### config.mk
export PLATFORM = sky130hd
export DESIGN_NAME = wts_adsr_envelope_generator
export DESIGN_NICKNAME = d
export VERILOG_FILES = /design/src/rtl/wts_adsr_envelope_generator.sv
export SDC_FILE = /design/constraint.sdc
export NUM_CORES = 1
export LEC_CHECK = 0
export CORE_ASPECT_RATIO = 0.7
export CORE_MARGIN = 1.5
export CORE_UTILIZATION = 51
export DETAILED_ROUTE_END_ITERATION = 10
export PLACE_DENSITY = 0.81
export SLEW_MARGIN = 20
export SYNTH_ARGS = -nofsm -noshare
export SYNTH_HDL_FRONTEND = slang
export SYNTH_SLANG_ARGS = --single-unit
### constraint.sdc
create_clock -name clk -period 3.9 [get_ports clk]
set_clock_uncertainty 0.1 [all_clocks]
set_input_delay 1.17 -clock clk [delete_from_list [all_inputs] [get_ports clk]]
set_output_delay 1.17 -clock clk [all_outputs]
set_load 0.1 [all_outputs]
### src/rtl/wts_adsr_envelope_generator.sv
`default_nettype none
// ============================================================================
//  Module      : wts_adsr_envelope_generator
//  Description : Per-channel ADSR envelope generator for the wave-table sound
//                source. Produces an amplitude envelope 0..128 that a
//                downstream multiplier applies to the channel's waveform
//                sample. The envelope advances only on `active` timing pulses.
//
//  Ports       : clk          in   system clock, all state changes on posedge
//                nreset       in   asynchronous active-low reset
//                active       in   timing enable pulse (one per 6 clk)
//                key_on       in   start note (attack)
//                key_release  in   enter release phase
//                key_off      in   immediate mute
//                envelope     out  registered envelope level 0..128
//                reg_ar/dr/sr/rr in  12-bit rates: active ticks per step
//                reg_sl       in   7-bit sustain level (decay target)
//
//  Config      : WTS_ADSR_RETRIGGER_ZERO_EN
//                  defined   : key_on clears envelope to 0 before attacking
//                              (reg_ar=0 still jumps straight to 128)
//                  undefined : key_on attacks from the current level
//
//  Revision    : 1.0  initial release
// ============================================================================
module wts_adsr_envelope_generator (
    input  logic        clk,
    input  logic        nreset,
    input  logic        active,
    input  logic        key_on,
    input  logic        key_release,
    input  logic        key_off,
    output logic [7:0]  envelope,
    input  logic [11:0] reg_ar,
    input  logic [11:0] reg_dr,
    input  logic [11:0] reg_sr,
    input  logic [11:0] reg_rr,
    input  logic [6:0]  reg_sl
);

    localparam logic [2:0] c_ST_IDLE    = 3'd0;
    localparam logic [2:0] c_ST_ATTACK  = 3'd1;
    localparam logic [2:0] c_ST_DECAY   = 3'd2;
    localparam logic [2:0] c_ST_SUSTAIN = 3'd3;
    localparam logic [2:0] c_ST_RELEASE = 3'd4;

    localparam logic [7:0] c_ENV_MAX = 8'd128;

    logic [2:0]  r_state;
    logic [11:0] r_cnt;
    logic [7:0]  r_env;

    logic [2:0]  w_state_nxt;
    logic [11:0] w_cnt_nxt;
    logic [7:0]  w_env_nxt;

    logic [11:0] w_rate;
    logic        w_step;
    logic [7:0]  w_env_inc;
    logic [7:0]  w_env_dec;
    logic [7:0]  w_sl;

    assign w_env_inc = r_env + 8'd1;
    assign w_env_dec = r_env - 8'd1;
    assign w_sl      = {1'b0, reg_sl};

    // Rate of the current phase, read live so register writes apply at once.
    always_comb begin
        w_rate = 12'd0;
        case (r_state)
            c_ST_ATTACK:  w_rate = reg_ar;
            c_ST_DECAY:   w_rate = reg_dr;
            c_ST_SUSTAIN: w_rate = reg_sr;
            c_ST_RELEASE: w_rate = reg_rr;
            default:      w_rate = 12'd0;
        endcase
    end

    // Widened compare so cnt+1 cannot wrap when the counter sits at 4095.
    assign w_step = (({1'b0, r_cnt} + 13'd1) >= {1'b0, w_rate});

    always_comb begin
        w_state_nxt = r_state;
        w_cnt_nxt   = r_cnt;
        w_env_nxt   = r_env;

        if (active) begin
            if (key_off) begin
                w_state_nxt = c_ST_IDLE;
                w_cnt_nxt   = 12'd0;
                w_env_nxt   = 8'd0;
            end else if (key_on) begin
                w_cnt_nxt = 12'd0;
                if (reg_ar == 12'd0) begin
                    w_env_nxt   = c_ENV_MAX;
                    w_state_nxt = c_ST_DECAY;
                end else begin
                    w_state_nxt = c_ST_ATTACK;
`ifdef WTS_ADSR_RETRIGGER_ZERO_EN
                    w_env_nxt   = 8'd0;
`endif
                end
            end else if (key_release &&
                         ((r_state == c_ST_ATTACK) ||
                          (r_state == c_ST_DECAY)  ||
                          (r_state == c_ST_SUSTAIN))) begin
                w_state_nxt = c_ST_RELEASE;
                w_cnt_nxt   = 12'd0;
            end else begin
                case (r_state)
                    c_ST_IDLE: begin
                        w_env_nxt = 8'd0;
                        w_cnt_nxt = 12'd0;
                    end

                    c_ST_ATTACK: begin
                        if ((r_env >= c_ENV_MAX) || (reg_ar == 12'd0)) begin
                            w_env_nxt   = c_ENV_MAX;
                            w_state_nxt = c_ST_DECAY;
                            w_cnt_nxt   = 12'd0;
                        end else if (w_step) begin
                            w_env_nxt = w_env_inc;
                            w_cnt_nxt = 12'd0;
                            // Move on the edge the peak is reached so decay
                            // timing starts immediately.
                            if (w_env_inc >= c_ENV_MAX) begin
                                w_state_nxt = c_ST_DECAY;
                            end
                        end else begin
                            w_cnt_nxt = r_cnt + 12'd1;
                        end
                    end

                    c_ST_DECAY: begin
                        if (r_env <= w_sl) begin
                            w_state_nxt = c_ST_SUSTAIN;
                            w_cnt_nxt   = 12'd0;
                        end else if (reg_dr != 12'd0) begin
                            if (w_step) begin
                                w_env_nxt = w_env_dec;
                                w_cnt_nxt = 12'd0;
                                if (w_env_dec <= w_sl) begin
                                    w_state_nxt = c_ST_SUSTAIN;
                                end
                            end else begin
                                w_cnt_nxt = r_cnt + 12'd1;
                            end
                        end
                    end

                    c_ST_SUSTAIN: begin
                        // Bottoms out at 0 and stays here until a key event.
                        if ((r_env != 8'd0) && (reg_sr != 12'd0)) begin
                            if (w_step) begin
                                w_env_nxt = w_env_dec;
                                w_cnt_nxt = 12'd0;
                            end else begin
                                w_cnt_nxt = r_cnt + 12'd1;
                            end
                        end
                    end

                    c_ST_RELEASE: begin
                        if (r_env == 8'd0) begin
                            w_state_nxt = c_ST_IDLE;
                            w_cnt_nxt   = 12'd0;
                        end else if (reg_rr != 12'd0) begin
                            if (w_step) begin
                                w_env_nxt = w_env_dec;
                                w_cnt_nxt = 12'd0;
                                if (w_env_dec == 8'd0) begin
                                    w_state_nxt = c_ST_IDLE;
                                end
                            end else begin
                                w_cnt_nxt = r_cnt + 12'd1;
                            end
                        end
                    end

                    default: begin
                        w_state_nxt = c_ST_IDLE;
                        w_cnt_nxt   = 12'd0;
                        w_env_nxt   = 8'd0;
                    end
                endcase
            end
        end
    end

    always_ff @(posedge clk or negedge nreset) begin
        if (!nreset) begin
            r_state <= c_ST_IDLE;
            r_cnt   <= 12'd0;
            r_env   <= 8'd0;
        end else begin
            r_state <= w_state_nxt;
            r_cnt   <= w_cnt_nxt;
            r_env   <= w_env_nxt;
        end
    end

    assign envelope = r_env;

endmodule
`default_nettype wire

==> results.md, run 1 <==
- Run status: completed
- Number of max-capacitance violations reported: 0
- Post-route core utilization: 0.713
- Number of synthesized register bits: 23
- Average footprint of a synthesized cell: 7.96 µm²
- Count of vias placed by the detailed router: 3312
- Worst-case clock buffer depth: 2
- Total power: 1130 µW
- Clock latency on the worst-skew pair: 0.27 ns
- Ratio of cells with drive above 1 in the final layout: 0.116
- Endpoints failing hold: 0
- Commonest cells after routing, fill and taps aside: 60 x sky130_fd_sc_hd__clkdlybuf4s50_1, 32 x sky130_fd_sc_hd__buf_4, 31 x sky130_fd_sc_hd__ha_1
- Combined global-route utilization of all metal layers: 0.314
- Buf+Inv Stages, Crit Path: 1
- GRT Residual Overflow: 0
- CORE AREA: 5400 µm²
- Number of gates given a new drive strength after cts: 0
- Post-synthesis sequential area ratio: 0.196
- Initial core utilization: 0.543
- Crit path max fanout: 3
- Kind of cell with the highest combined delay on the critical path: simple AND/OR/NAND/NOR gates
- Relative slew slack: 0.563
- Final HPWL DP: 7630 µm
- Clock Sinks: 23
- Pin count of the biggest net entering global routing: 24
- Cell type with the largest total area after synthesis: sky130_fd_sc_hd__dfrtp_1
- Quantity of I/O buffers inserted on ports: 68
- Total stage count of the critical path: 10
- Post-synthesis instance area: 2930 µm²
- Post-cts hold buffer count: 0
- Max H-tree Level: 1
- Depth of the worst register-to-register path: 12
- Leakage power total: 0.00162 µW
- Number of core rows: 22
- Per-cell routed wire length: 18.7 µm
- Post-synthesis to final-layout area growth: 31.4%
- R2r setup slk: 0.22 ns
- Ys flop type: sky130_fd_sc_hd__dfrtp_1
- Crit path launch: reg_rr[10]
- Diode insertion count for antenna repair: 0
- Count of synthesis-stage warnings from yosys: 0
- Number of enable flip-flop cells after synthesis: 0
- Power density of the placed cells: 294 nW/µm²
- Number of buffers inserted during clock tree synthesis: 3
- Worst IR drop on VDD: 0.000195 V
- First-pass GRT wire length: 15200 µm
- Total routed wirelength: 9680 µm
- Largest cells by area after synthesis: sky130_fd_sc_hd__dfrtp_1 20%, sky130_fd_sc_hd__ha_1 13%, sky130_fd_sc_hd__mux2i_1 4.1%
- Cell at the slowest stage of the critical path: sky130_fd_sc_hd__clkdlybuf4s50_1
- Critical path, cell by cell: clkdlybuf4s50_1 > a22oi_1 > o22a_1 > ha_1 > a21o_1 > a221oi_2 > nand4_1 > or2_2 > or4_1 > o21ai_0
- Tcrit/Tclk final: 0.957
- Most common cell after layout, fill and taps aside: sky130_fd_sc_hd__clkdlybuf4s50_1
- Number of different library cells in the post-synthesis netlist: 62
- Syn Nets: 460
- Crit path kind: primary input to register
- Final RePlAce weighted congestion: 0.964
- Number of design rule violations left after detail routing: 0
- WHS: 0.464 ns
- Max frequency: 268 MHz
- Cells after Synth: 368
- Worst reg2reg path endpoint: r_cnt[7]
- Die Footprint: 6210 µm²
- R2r startpoint: r_cnt[0]
- Vertical die dimension: 66.4 µm
- Critical Path Start Type: primary input
- Minimum clock period: 3.73 ns
- Critical path's largest stage delay: 0.49 ns
- Post-CTS Setup Bufs: 0
- Via density per instance: 6.38
- Antenna Nets Post-Route: 0
- Final Setup Violations: 0
- Clock tree from TritonCTS: built
- Clk slew on worst S/H paths: 0.08 ns
- Final max-slew violation count: 0
- CP endpoint kind: register
- First-iteration detailed-routing DRC count: 426
- Capture point of the worst path: r_cnt[7]
- Number of global-route vias before repair: 3031
- Clk root buf: sky130_fd_sc_hd__clkbuf_8
- Transition at the pin with the smallest max-transition slack: 0.653 ns
- Chip Width: 93.6 µm
- Router iterations before antenna repair: 5
- Data arrival time of the critical path: 3.82 ns
- Antenna violations before repair: 0
- Layout net count: 540
- Synth top area share: 0.196
- Async set-reset flop share out of synthesis: 1.00
- Number of top-level pins: 69
- WP data required: 3.99 ns
- Hold Path Class: register to register
- Setup repair after global routing missed its margin: false
layout make-up:
cell class,count,area [µm²]
Clock buffer,4,45.0
Inverter,20,75.1
Tap cell,72,90.1
Fill cell,451,1550
Sequential cell,23,576
Multi-Input combinational cell,308,2220
Timing Repair Buffer,92,841
metrics by stage:
step	setup TNS (ns)	worst slack [ns]	instance area, µm²	instances
finish	0	0.168	3850	519
global route	0	0.0219	3850	519
CTS	0	0.0863	3830	519
detailed placement	-0.792	-0.166	3790	515
global placement	-0.156	-0.0758	3790	515
floorplan	0	0.280	2930	368
worst reg2reg max path: cells and delay by family, from the launching register on:
| family | cells | cell delay [ns] |
|---|---|---|
| xor gates and xnor gates | 1 | 0.25 |
| AOI/OAI and AO/OA | 3 | 0.56 |
| DFF | 1 | 0.45 |
| and+or+nand+nor | 6 | 1.67 |
| adders and majority gates | 2 | 0.58 |
power breakdown:
part           switching, µW  internal (µW)
combinational            411            292
sequential              28.0            251
clock                   79.0           73.0
total                    518            615
per-layer routing:
layer | part of all wire | GRT usage | up-vias
met1 | 0.46 | 0.475 | 1537
met5 | 0 | 0 | -
li1 | - | - | 1570
met3 | 0.13 | 0.0655 | 6
met2 | 0.41 | 0.456 | 199
met4 | 0.0075 | 0.0634 | 0
registers in the layout (all words and copies together) (netlist names):
| name | cells |
|---|---|
| envelope | 8 |
| r_cnt | 12 |
| r_state | 3 |
worst min path at each step:
stage	startpoint	endpoint	slack [ns]	cells after the start
6_report	r_cnt[4]	r_cnt[4]	0.46	1
5_1_grt	r_cnt[4]	r_cnt[4]	0.49	1
4_1_cts	r_cnt[4]	r_cnt[4]	0.46	1
3_5_place_dp	r_cnt[4]	r_cnt[4]	0.44	1
3_3_place_gp	r_cnt[11]	r_cnt[11]	0.44	1
2_1_floorplan	r_cnt[4]	r_cnt[4]	0.41	1
logic make-up after synthesis:
logic type | after synthesis | synth area share
and+or+nand+nor | 138 | 0.251
AOI/OAI and AO/OA | 108 | 0.270
buffers and inverters | 37 | 0.0500
adders and majority gates | 31 | 0.132
DFF | 23 | 0.196
xor gates and xnor gates | 17 | 0.0508
muxes | 14 | 0.0500
synth_stat cells (2+ instances only):
| master | number |
|---|---|
| sky130_fd_sc_hd__nor2_1 | 28 |
| sky130_fd_sc_hd__nor4_1 | 15 |
| sky130_fd_sc_hd__a22o_1 | 8 |
| sky130_fd_sc_hd__or4_4 | 2 |
| sky130_fd_sc_hd__o21ai_0 | 17 |
| sky130_fd_sc_hd__a21oi_1 | 14 |
| sky130_fd_sc_hd__xnor2_1 | 6 |
| sky130_fd_sc_hd__and2_1 | 2 |
| sky130_fd_sc_hd__mux2i_1 | 12 |
| sky130_fd_sc_hd__and3_1 | 6 |
| sky130_fd_sc_hd__ha_1 | 31 |
| sky130_fd_sc_hd__dfrtp_1 | 23 |
| sky130_fd_sc_hd__inv_1 | 20 |
| sky130_fd_sc_hd__o21a_1 | 2 |
| sky130_fd_sc_hd__or4_1 | 3 |
| sky130_fd_sc_hd__o31ai_1 | 6 |
| sky130_fd_sc_hd__nand3_1 | 22 |
| sky130_fd_sc_hd__nand2b_1 | 10 |
| sky130_fd_sc_hd__nor2b_1 | 2 |
| sky130_fd_sc_hd__a22oi_1 | 13 |
| sky130_fd_sc_hd__nor3_1 | 10 |
| sky130_fd_sc_hd__a31oi_1 | 6 |
| sky130_fd_sc_hd__nand4_1 | 5 |
| sky130_fd_sc_hd__o22a_1 | 11 |
| sky130_fd_sc_hd__nand2_1 | 20 |
| sky130_fd_sc_hd__or2_2 | 3 |
| sky130_fd_sc_hd__o21ai_1 | 2 |
| sky130_fd_sc_hd__or3_1 | 3 |
| sky130_fd_sc_hd__o22ai_1 | 4 |
| sky130_fd_sc_hd__o211ai_1 | 4 |
| sky130_fd_sc_hd__buf_2 | 6 |
| sky130_fd_sc_hd__a211o_1 | 2 |
| sky130_fd_sc_hd__clkbuf_1 | 10 |
| sky130_fd_sc_hd__o2bb2ai_1 | 2 |
| sky130_fd_sc_hd__xor2_1 | 11 |
Note: power is estimated with default switching activity, not from simulation.
==> inputs of run 2 (changes only) <==
CAP_MARGIN = 30   (was not set)
==> results of run 2 <==
Same layout as run 1: the final DEF is identical, and so are final timing and power.
